===== config.mk =====
export PLATFORM = sky130hd
export DESIGN_NAME = id_stage
export DESIGN_NICKNAME = d
export VERILOG_FILES = /design/src/rtl/id_stage.sv
export SDC_FILE = /design/constraint.sdc
export NUM_CORES = 2
export LEC_CHECK = 0
export ABC_AREA = 0
export CELL_PAD_IN_SITES_DETAIL_PLACEMENT = 1
export CELL_PAD_IN_SITES_GLOBAL_PLACEMENT = 2
export CORE_MARGIN = 10
export CORE_UTILIZATION = 25
export CTS_CLUSTER_DIAMETER = 200
export CTS_CLUSTER_SIZE = 30
export DETAILED_ROUTE_END_ITERATION = 12
export HOLD_SLACK_MARGIN = 0.15
export PLACE_DENSITY_LB_ADDON = 0.2
export SLEW_MARGIN = 40
export SYNTH_ARGS = -nofsm -noshare
export SYNTH_HDL_FRONTEND = slang
export SYNTH_SLANG_ARGS = --single-unit

===== constraint.sdc =====
create_clock -name clk -period 3.5 [get_ports clk]
set_clock_uncertainty 0.15 [all_clocks]
set_input_delay 0.7 -clock clk [delete_from_list [all_inputs] [get_ports clk]]
set_output_delay 0.7 -clock clk [all_outputs]
set_load 0.005 [all_outputs]

===== src/rtl/id_stage.sv =====
`default_nettype none
// ============================================================================
//  Module      : id_stage
//  Description : Instruction Decode stage of the 5-stage RISC-V pipeline.
//                Decodes control, holds the 32x32 register file with a
//                write-through writeback port, detects load-use and branch
//                data hazards, resolves beq/bne early and drives ID/EX.
//  Optional    : `define ID_BRANCH_EN enables early branch resolution and
//                branch hazard stalls.  Without it, opcode 1100011 is a NOP,
//                and branch_taken, if_flush and branch_target are 0.
//  Ports       : clk, reset (sync, active-high)
//                instr, pc_plus4            - IF/ID register contents
//                wb_we, wb_rd, wb_data      - register file writeback
//                exmem_reg_write, exmem_rd  - EX/MEM destination
//                hold_pc, hold_ifid, if_flush, branch_taken, branch_target
//                idex_*                     - ID/EX pipeline register
//  Revision    : 1.0 - initial release
// ============================================================================
module id_stage #(
    parameter int XLEN = 32,
    parameter int NREG = 32
) (
    input  logic            clk,
    input  logic            reset,
    input  logic [31:0]     instr,
    input  logic [XLEN-1:0] pc_plus4,
    input  logic            wb_we,
    input  logic [4:0]      wb_rd,
    input  logic [XLEN-1:0] wb_data,
    input  logic            exmem_reg_write,
    input  logic [4:0]      exmem_rd,
    output logic            hold_pc,
    output logic            hold_ifid,
    output logic            if_flush,
    output logic            branch_taken,
    output logic [XLEN-1:0] branch_target,
    output logic [XLEN-1:0] idex_pc_plus4,
    output logic [XLEN-1:0] idex_rs1_data,
    output logic [XLEN-1:0] idex_rs2_data,
    output logic [XLEN-1:0] idex_imm,
    output logic [4:0]      idex_rs1,
    output logic [4:0]      idex_rs2,
    output logic [4:0]      idex_rd,
    output logic [3:0]      idex_alu_op,
    output logic            idex_alu_src,
    output logic            idex_mem_read,
    output logic            idex_mem_write,
    output logic            idex_reg_write,
    output logic            idex_mem_to_reg
);

    localparam logic [6:0] c_OP_R      = 7'b0110011;
    localparam logic [6:0] c_OP_I      = 7'b0010011;
    localparam logic [6:0] c_OP_LOAD   = 7'b0000011;
    localparam logic [6:0] c_OP_STORE  = 7'b0100011;
    localparam logic [6:0] c_OP_BRANCH = 7'b1100011;

    localparam logic [3:0] c_ALU_ADD = 4'd0;
    localparam logic [3:0] c_ALU_SUB = 4'd1;
    localparam logic [3:0] c_ALU_AND = 4'd2;
    localparam logic [3:0] c_ALU_OR  = 4'd3;
    localparam logic [3:0] c_ALU_XOR = 4'd4;
    localparam logic [3:0] c_ALU_SLL = 4'd5;
    localparam logic [3:0] c_ALU_SRL = 4'd6;
    localparam logic [3:0] c_ALU_SRA = 4'd7;
    localparam logic [3:0] c_ALU_SLT = 4'd8;

    // ------------------------------------------------------------------
    // Instruction fields
    // ------------------------------------------------------------------
    logic [6:0] w_opcode;
    logic [2:0] w_funct3;
    logic       w_funct7_b30;
    logic [4:0] w_rs1;
    logic [4:0] w_rs2;
    logic [4:0] w_rd;

    assign w_opcode     = instr[6:0];
    assign w_funct3     = instr[14:12];
    assign w_funct7_b30 = instr[30];
    assign w_rs1        = instr[19:15];
    assign w_rs2        = instr[24:20];
    assign w_rd         = instr[11:7];

    logic [XLEN-1:0] w_imm_i;
    logic [XLEN-1:0] w_imm_s;
    logic [XLEN-1:0] w_imm_b;

    assign w_imm_i = {{20{instr[31]}}, instr[31:20]};
    assign w_imm_s = {{20{instr[31]}}, instr[31:25], instr[11:7]};
    assign w_imm_b = {{19{instr[31]}}, instr[31], instr[7], instr[30:25], instr[11:8], 1'b0};

    // funct3 -> ALU op; sub only exists for R-type, sra for both forms
    function automatic logic [3:0] alu_sel(input logic [2:0] f3, input logic b30,
                                           input logic allow_sub);
        logic [3:0] op;
        op = c_ALU_ADD;
        case (f3)
            3'd0:    op = (allow_sub && b30) ? c_ALU_SUB : c_ALU_ADD;
            3'd1:    op = c_ALU_SLL;
            3'd2:    op = c_ALU_SLT;
            3'd4:    op = c_ALU_XOR;
            3'd5:    op = b30 ? c_ALU_SRA : c_ALU_SRL;
            3'd6:    op = c_ALU_OR;
            3'd7:    op = c_ALU_AND;
            default: op = c_ALU_ADD;
        endcase
        return op;
    endfunction

    // ------------------------------------------------------------------
    // Control decode
    // ------------------------------------------------------------------
    logic [3:0]      w_alu_op;
    logic            w_alu_src;
    logic            w_mem_read;
    logic            w_mem_write;
    logic            w_reg_write;
    logic            w_mem_to_reg;
    logic [XLEN-1:0] w_imm;
    logic            w_use_rs1;
    logic            w_use_rs2;
    logic            w_is_branch;

    always_comb begin
        w_alu_op     = c_ALU_ADD;
        w_alu_src    = 1'b0;
        w_mem_read   = 1'b0;
        w_mem_write  = 1'b0;
        w_reg_write  = 1'b0;
        w_mem_to_reg = 1'b0;
        w_imm        = '0;
        w_use_rs1    = 1'b0;
        w_use_rs2    = 1'b0;
        w_is_branch  = 1'b0;
        case (w_opcode)
            c_OP_R: begin
                w_alu_op    = alu_sel(w_funct3, w_funct7_b30, 1'b1);
                w_reg_write = 1'b1;
                w_use_rs1   = 1'b1;
                w_use_rs2   = 1'b1;
            end
            c_OP_I: begin
                w_alu_op    = alu_sel(w_funct3, w_funct7_b30, 1'b0);
                w_alu_src   = 1'b1;
                w_reg_write = 1'b1;
                w_imm       = w_imm_i;
                w_use_rs1   = 1'b1;
            end
            c_OP_LOAD: begin
                w_alu_src    = 1'b1;
                w_mem_read   = 1'b1;
                w_reg_write  = 1'b1;
                w_mem_to_reg = 1'b1;
                w_imm        = w_imm_i;
                w_use_rs1    = 1'b1;
            end
            c_OP_STORE: begin
                w_alu_src   = 1'b1;
                w_mem_write = 1'b1;
                w_imm       = w_imm_s;
                w_use_rs1   = 1'b1;
                w_use_rs2   = 1'b1;
            end
`ifdef ID_BRANCH_EN
            // Branches are resolved here; they enter ID/EX with control 0
            c_OP_BRANCH: begin
                w_is_branch = 1'b1;
                w_imm       = w_imm_b;
                w_use_rs1   = 1'b1;
                w_use_rs2   = 1'b1;
            end
`endif
            default: begin
            end
        endcase
    end

    // ------------------------------------------------------------------
    // Register file with write-through bypass
    // ------------------------------------------------------------------
    logic [XLEN-1:0] r_regs [NREG];
    logic [XLEN-1:0] w_rs1_data;
    logic [XLEN-1:0] w_rs2_data;

    always_ff @(posedge clk) begin
        if (reset) begin
            for (int i = 0; i < NREG; i++) begin
                r_regs[i] <= '0;
            end
        end else if (wb_we && (wb_rd != 5'd0)) begin
            r_regs[wb_rd] <= wb_data;
        end
    end

    always_comb begin
        w_rs1_data = r_regs[w_rs1];
        w_rs2_data = r_regs[w_rs2];
        if (wb_we && (wb_rd == w_rs1)) w_rs1_data = wb_data;
        if (wb_we && (wb_rd == w_rs2)) w_rs2_data = wb_data;
        if (w_rs1 == 5'd0) w_rs1_data = '0;
        if (w_rs2 == 5'd0) w_rs2_data = '0;
    end

    // ------------------------------------------------------------------
    // ID/EX register state (read back for hazard detection)
    // ------------------------------------------------------------------
    logic [XLEN-1:0] r_idex_pc_plus4;
    logic [XLEN-1:0] r_idex_rs1_data;
    logic [XLEN-1:0] r_idex_rs2_data;
    logic [XLEN-1:0] r_idex_imm;
    logic [4:0]      r_idex_rs1;
    logic [4:0]      r_idex_rs2;
    logic [4:0]      r_idex_rd;
    logic [3:0]      r_idex_alu_op;
    logic            r_idex_alu_src;
    logic            r_idex_mem_read;
    logic            r_idex_mem_write;
    logic            r_idex_reg_write;
    logic            r_idex_mem_to_reg;

    // ------------------------------------------------------------------
    // Hazard detection and branch resolution
    // ------------------------------------------------------------------
    logic w_load_use;
    logic w_branch_hazard;
    logic w_stall;
    logic w_taken;
    logic [XLEN-1:0] w_target;

    assign w_load_use = r_idex_mem_read && (r_idex_rd != 5'd0) &&
                        ((w_use_rs1 && (r_idex_rd == w_rs1)) ||
                         (w_use_rs2 && (r_idex_rd == w_rs2)));

`ifdef ID_BRANCH_EN
    // A branch needs both operands now; any in-flight producer stalls it
    logic w_rs1_pending;
    logic w_rs2_pending;
    logic w_equal;

    assign w_rs1_pending = (w_rs1 != 5'd0) &&
                           ((r_idex_reg_write && (r_idex_rd == w_rs1)) ||
                            (exmem_reg_write && (exmem_rd == w_rs1)));
    assign w_rs2_pending = (w_rs2 != 5'd0) &&
                           ((r_idex_reg_write && (r_idex_rd == w_rs2)) ||
                            (exmem_reg_write && (exmem_rd == w_rs2)));
    assign w_branch_hazard = w_is_branch && (w_rs1_pending || w_rs2_pending);
    assign w_equal         = (w_rs1_data == w_rs2_data);
    assign w_taken  = w_is_branch && !w_stall &&
                      (((w_funct3 == 3'd0) && w_equal) ||
                       ((w_funct3 == 3'd1) && !w_equal));
    // pc_plus4 - 4 is the branch's own address
    assign w_target = pc_plus4 - XLEN'(4) + w_imm_b;
`else
    logic w_unused_branch;
    assign w_unused_branch = ^{exmem_reg_write, exmem_rd, w_is_branch};
    assign w_branch_hazard = 1'b0;
    assign w_taken         = 1'b0;
    assign w_target        = '0;
`endif

    assign w_stall = w_load_use || w_branch_hazard;

    assign hold_pc       = !reset && w_stall;
    assign hold_ifid     = !reset && (w_stall || w_taken);
    assign if_flush      = !reset && w_taken;
    assign branch_taken  = !reset && w_taken;
    assign branch_target = reset ? '0 : w_target;

    // ------------------------------------------------------------------
    // ID/EX pipeline register: a stall loads an all-zero bubble
    // ------------------------------------------------------------------
    always_ff @(posedge clk) begin
        if (reset || w_stall) begin
            r_idex_pc_plus4   <= '0;
            r_idex_rs1_data   <= '0;
            r_idex_rs2_data   <= '0;
            r_idex_imm        <= '0;
            r_idex_rs1        <= '0;
            r_idex_rs2        <= '0;
            r_idex_rd         <= '0;
            r_idex_alu_op     <= '0;
            r_idex_alu_src    <= 1'b0;
            r_idex_mem_read   <= 1'b0;
            r_idex_mem_write  <= 1'b0;
            r_idex_reg_write  <= 1'b0;
            r_idex_mem_to_reg <= 1'b0;
        end else begin
            r_idex_pc_plus4   <= pc_plus4;
            r_idex_rs1_data   <= w_rs1_data;
            r_idex_rs2_data   <= w_rs2_data;
            r_idex_imm        <= w_imm;
            r_idex_rs1        <= w_rs1;
            r_idex_rs2        <= w_rs2;
            r_idex_rd         <= w_rd;
            r_idex_alu_op     <= w_alu_op;
            r_idex_alu_src    <= w_alu_src;
            r_idex_mem_read   <= w_mem_read;
            r_idex_mem_write  <= w_mem_write;
            r_idex_reg_write  <= w_reg_write;
            r_idex_mem_to_reg <= w_mem_to_reg;
        end
    end

    assign idex_pc_plus4   = r_idex_pc_plus4;
    assign idex_rs1_data   = r_idex_rs1_data;
    assign idex_rs2_data   = r_idex_rs2_data;
    assign idex_imm        = r_idex_imm;
    assign idex_rs1        = r_idex_rs1;
    assign idex_rs2        = r_idex_rs2;
    assign idex_rd         = r_idex_rd;
    assign idex_alu_op     = r_idex_alu_op;
    assign idex_alu_src    = r_idex_alu_src;
    assign idex_mem_read   = r_idex_mem_read;
    assign idex_mem_write  = r_idex_mem_write;
    assign idex_reg_write  = r_idex_reg_write;
    assign idex_mem_to_reg = r_idex_mem_to_reg;

endmodule
`default_nettype wire

* Word level (Yosys, flattened, before mapping) *
Memory sizes are Yosys's and may differ from the RTL's. A register that Yosys moved wholly into a read port is not among the register bits.
Index checks and enable logic that the tools add are counted.

storage, ports and cells
  logic and storage cells = 65
  memory bits (read-only) = 0
  bits in latches = 0
  bits in registers = 87
  bits of input ports = 110
  output and inout bits = 188
  memory bits (writable) = 1,024
  memories = 1

memories
  memory  depth  bits a word  rd ports  clocked after memory_dff  write ports  line  RTL
  r_regs  32     32           2         2                         32           182   logic [XLEN-1:0] r_regs [NREG];

cells by class
  $add $sub $neg = 0
  order comparisons = 0
  multiplexer cells = 20
  reduce and logical (&&, ||, !) cells = 22
  div/mod/pow operators = 0
  shift-type cells = 0
  equal/unequal tests = 12
  bitwise operators = 0
  multipliers = 0

operators with widths
  kind                                                 number
  case mux 32 bit (2 select lines)                     1
  two-way mux 32 bit                                   1
  OR reduction 32 bit                                  1
  case mux 4 bit (7 select lines)                      1
  case mux 4 bit (6 select lines)                      1
  equality test 7 x 6 -> 1 bit, second input constant  2
  two-way mux 1 bit                                    14
  equality test 3 bit, second input constant           4
  equality test 5 bit                                  2
  zero test 5 bit                                      2
  nonzero test 5 bit                                   2
  case mux 4 bit (2 select lines)                      1
  OR reduction 2 bit                                   4
  equality test 7 x 2 -> 1 bit, second input constant  1
  equality test 7 x 5 -> 1 bit, second input constant  1
  logical AND 1 bit                                    6
  OR reduction 3 bit                                   2
  two-way mux 5 bit                                    1
  OR reduction 4 bit                                   1
  equality test 3 x 1 -> 1 bit, second input constant  1
  equality test 3 x 2 -> 1 bit, second input constant  1
  zero test 3 bit                                      1
  logical OR 1 bit                                     2
  zero test 1 bit                                      1

* Longest topological paths before layout *
  depth in word-level cells = 8
  depth in mapped cells = 10
  depth with buffers taken out = 5

* Least setup slack after synthesis *
No wires, ideal clock.

  path kind = input to output
  from = input instr[20]
  to = output hold_pc
  arrival time = 2.196 ns
  path slack = 0.454 ns
  buffers on the path = 5
  cell stages on the path = 9
  cells stage by stage = buf_6 buf_12 xnor2_1 nand4_1 o22a_1 clkbuf_1 clkbuf_1 nor3_1 buf_4

between the ends
  cells in the longest elaborated chain, start to end = 5

ends and longest elaborated chain
  item                 line  RTL
  start, declared      25    input logic [31:0] instr,
  equality test 5 bit  233   (w_use_rs2 && (r_idex_rd == w_rs2)));
  logical AND 1 bit    233
  logical OR 1 bit     232   ((w_use_rs1 && (r_idex_rd == w_rs1)) ||
  logical AND 1 bit    231   assign w_load_use = r_idex_mem_read && (r_idex_rd != 5'd0) &&
  logical AND 1 bit    n/a
  end, declared        32    output logic hold_pc,

No other way between the ends.

* Worst setup path in the final report *
  from = input instr[18]
  to = output hold_pc

between the ends
  cells in the longest elaborated chain, start to end = 5

ends and longest elaborated chain
  item                 line  RTL
  equality test 5 bit  232
  logical AND 1 bit    232
  logical OR 1 bit     232
  logical AND 1 bit    231
  logical AND 1 bit    264   assign hold_pc = !reset && w_stall;

No other way between the ends.

==> impl_metrics.csv <==
group,metric,value,unit
placed_design,post-place-ws,-563,ps
floorplan,rows,179,
critical_path,cp.arrival,2790,ps
routing,routedWlPerCell,38.1,um
layout,fin_util,0.294,
timing,finalCritPeriodShare,1.04,
layout,syn2layout_area_growth,17.2,%
placed_design,dpl.hpwl,183,mm
logic_synthesis,synth-adder-area-share,0,
logic_synthesis,yosys_warnings,0,
layout,nFillCells,25100,
logic_synthesis,yosys.area_share.simple,0.141,
power,ir_worst_vdd,0.000314,V
grt,grt_pass1_vias,40600,
critical_path,crit_slowest_cell,"nor3_4",
critical_path,cp_top_family,"simple AND/OR/NAND/NOR gates",
routing,dr_total_vias,40100,
floorplan,dieArea,0.259,mm^2
layout,multiInputGateArea,0.0242,mm^2
logic_synthesis,synthTopCellsByCount,"1041 x and2_1, 1024 x edfxtp_1, 384 x mux4_2",
timing,rsz0062_at_grt,"true",
timing,worst_slew_pin_slew,975,ps
grt,grt_max_degree,74,
logic_synthesis,synth_top_area_frac,0.515,
timing,finalSetupViolations,2,
power,p_comb_frac,0.165,
critical_path,cp_cell_sequence,"clkdlybuf4s50_1, xnor2_2, nand3_2, o22a_4, nor3_4, buf_12, buf_6",
routing,antenna_left,0,
critical_path,critPathKind,"input pin to output port",
logic_synthesis,ys_ff_latch,1155,
power,p_leak,23.8,nW
grt,grt_usage,0.218,
cts,cts_tree,"done",
logic_synthesis,syn_inst,4153,
logic_synthesis,synth_top_cell_by_area,"edfxtp_1",
cts,clock-sinks,1155,
logic_synthesis,yosysSeqAreaShare,0.559,
grt,grt_pass1_wl,384,mm
layout,largest_reg_flops,1024,
timing,hold_ws,278,ps
floorplan,core_area,0.238,mm^2
power,power_density,403,mW/mm^2
power,power_frac_seq,0.575,
critical_path,cp_slowest_stage_delay,720,ps
timing,fin_setup_tns,-274,ps
critical_path,endpoint_kind,"output port",
layout,nNetsFinal,4524,
timing,fin_crit,3640,ps
logic_synthesis,synth_edf_count,1024,
critical_path,crit_required,2650,ps
critical_path,cp_max_fo,2,
power,clkPwrFrac,0.260,
hold_path,hp-class,"input pin to flop",
logic_synthesis,synth_cell_type_count,66,
cts,cts_buffers,44,
cts,clockBufferDepth,3,
cts,htreeDepth,2,
routing,totalWireLength,291,mm
cts,path_clk_slew,130,ps
floorplan,ioPinCount,298,
status,status,"finished with violations",
power,power.total,28.2,mW
logic_synthesis,synth_compound_area_frac,0.0545,
grt,antenna_found_initial,51,
logic_synthesis,synthFlopType,"edfxtp_1",
layout,regArea,0.0334,mm^2
status,violations,"setup timing",
logic_synthesis,synth_top_family_by_area,"multiplexers",
job,cap_violations,0,
cts,clock-root-buffer,"clkbuf_16",
power,internal_power,20.2,mW
routing,first_pass_iters,5,
timing,fin_ws,-137,ps
floorplan,die_x,509,um
cts,clock_latency,790,ps
logic_synthesis,synth.avg_cell_area,14.4,um^2
layout,drive_above_1_share,0.233,
placed_design,io_buffers,257,
timing,slew_headroom,0.348,
routing,drcViolationCount,0,
logic_synthesis,async_flop_share,0,
power,power.switching,7.92,mW
grt,grt_remaining_overflow,0,
logic_synthesis,synth.area.mux_share,0.195,
logic_synthesis,synth.top_cells.by_area,"edfxtp_1 52%, mux4_2 14%, and2_1 11%, dfxtp_1 4.4%, mux2i_1 3.3%",
routing,drt_iter0_drc,4721,
logic_synthesis,synth.most_common_cell,"and2_1",
floorplan,dieHeight,509,um
placed_design,place.gp.congestion,0.801,
logic_synthesis,synthesis.area,0.0597,mm^2
critical_path,cp_num_buf_inv,3,
critical_path,start_kind,"input pin",
timing,fmax,0.275,GHz
power,switching_share,0.281,
floorplan,start_util,0.251,
routing,viasPerCell,5.25,
logic_synthesis,synth_xor_area_frac,0.00293,
layout,largest-register,"r_regs",
timing,drv_slew,0,
timing,hold_viol,0,
final cells by class:
class | instances | area share
Clock inverter | 3 | 0.000483
Sequential cell | 1155 | 0.477
Clock buffer | 79 | 0.0179
Multi-Input combinational cell | 2575 | 0.346
Tap cell | 3167 | 0.0566
Timing Repair Buffer | 634 | 0.101
Antenna cell | 22 | 0.000787
Inverter | 4 | 0.000215
metal layers:
layer / up-vias / GRT usage / part of all wire
li1: 16100 / - / -
met1: 21900 / 0.291 / 0.42
met2: 1770 / 0.365 / 0.48
met3: 311 / 0.0318 / 0.068
met4: 10 / 0.0643 / 0.032
met5: - / 0 / 0.00024
kinds of logic (layout without fill, tap and decap cells):
logic type,after synthesis,after routing
simple gates,1391,1391
flops,1155,1155
other cells,1,88
mux,654,654
xor+xnor,20,20
compound gates,444,444
buf+inv,488,720
stage by stage:
| stage | std cells | cell area, um^2 |
|---|---|---|
| after floorplan | 4218 | 59900 |
| after global placement | 7530 | 68500 |
| after detailed placement | 7531 | 68500 |
| after CTS | 7616 | 69900 |
| after global routing | 7619 | 69900 |
| final | 7639 | 70000 |
worst paths after layout:
kind / from / to / slack, ps / cells past startpoint
setup / recovery: instr[18] / hold_pc / -140 / 7
hold / removal: wb_data[14] / idex_rs2_data[14]$_SDFF_PP0_ / 280 / 3
setup reg to reg: idex_rd[3]$_SDFF_PP0_ / idex_rs1_data[12]$_SDFF_PP0_ / 920 / 7
hold reg to reg: r_regs[15][5]$_SDFFCE_PN0P_ / idex_rs1_data[5]$_SDFF_PP0_ / 750 / 3
worst min-delay path, delay by kind of cell:
| kind | cells | cell delay [ps] |
|---|---|---|
| buffers and inverters | 1 | 270 |
| and+or+nand+nor | 1 | 130 |
| AOI/OAI and AO/OA | 1 | 60 |
power groups by stage:
| stage | sequential (mW) | combinational (mW) | clock, mW |
|---|---|---|---|
| floorplan | 16.3 | 2.34 | 0 |
| global placement | 16.5 | 4.67 | 0 |
| detailed placement | 16.5 | 4.67 | 0 |
| CTS | 16.2 | 4.69 | 7.57 |
| global route | 16.3 | 4.85 | 7.90 |
| finish | 16.2 | 4.65 | 7.33 |
cell usage in the layout (no fill, tap or decap), drive strengths merged, types with 5 or more instances in the layout:
| master | n |
|---|---|
| a22oi | 22 |
| or4 | 19 |
| or3b | 8 |
| nand2 | 22 |
| nor2b | 35 |
| xnor2 | 13 |
| xor2 | 7 |
| inv | 7 |
| mux2 | 61 |
| a21oi | 58 |
| mux2i | 195 |
| o22ai | 150 |
| and3 | 13 |
| a2111oi | 39 |
| o211ai | 32 |
| conb | 66 |
| mux4 | 398 |
| edfxtp | 1024 |
| and2 | 1041 |
| o221ai | 14 |
| and4 | 5 |
| clkdlybuf4s50 | 233 |
| a211oi | 52 |
| nor2 | 138 |
| nand2b | 9 |
| nand3 | 10 |
| nand3b | 10 |
| nor3 | 30 |
| a22o | 7 |
| diode | 22 |
| buf | 397 |
| clkbuf | 80 |
| o31ai | 36 |
| or2 | 33 |
| nor3b | 6 |
| dfxtp | 131 |
| a221oi | 15 |
what timing repair did:
action	in CTS	in global routing
pin swaps	7	1
hold buffers	0	0
gates resized for setup	30	1
buffers inserted	3	1
endpoints found under the setup margin	2	2
Note: power is estimated with default switching activity, not from simulation.
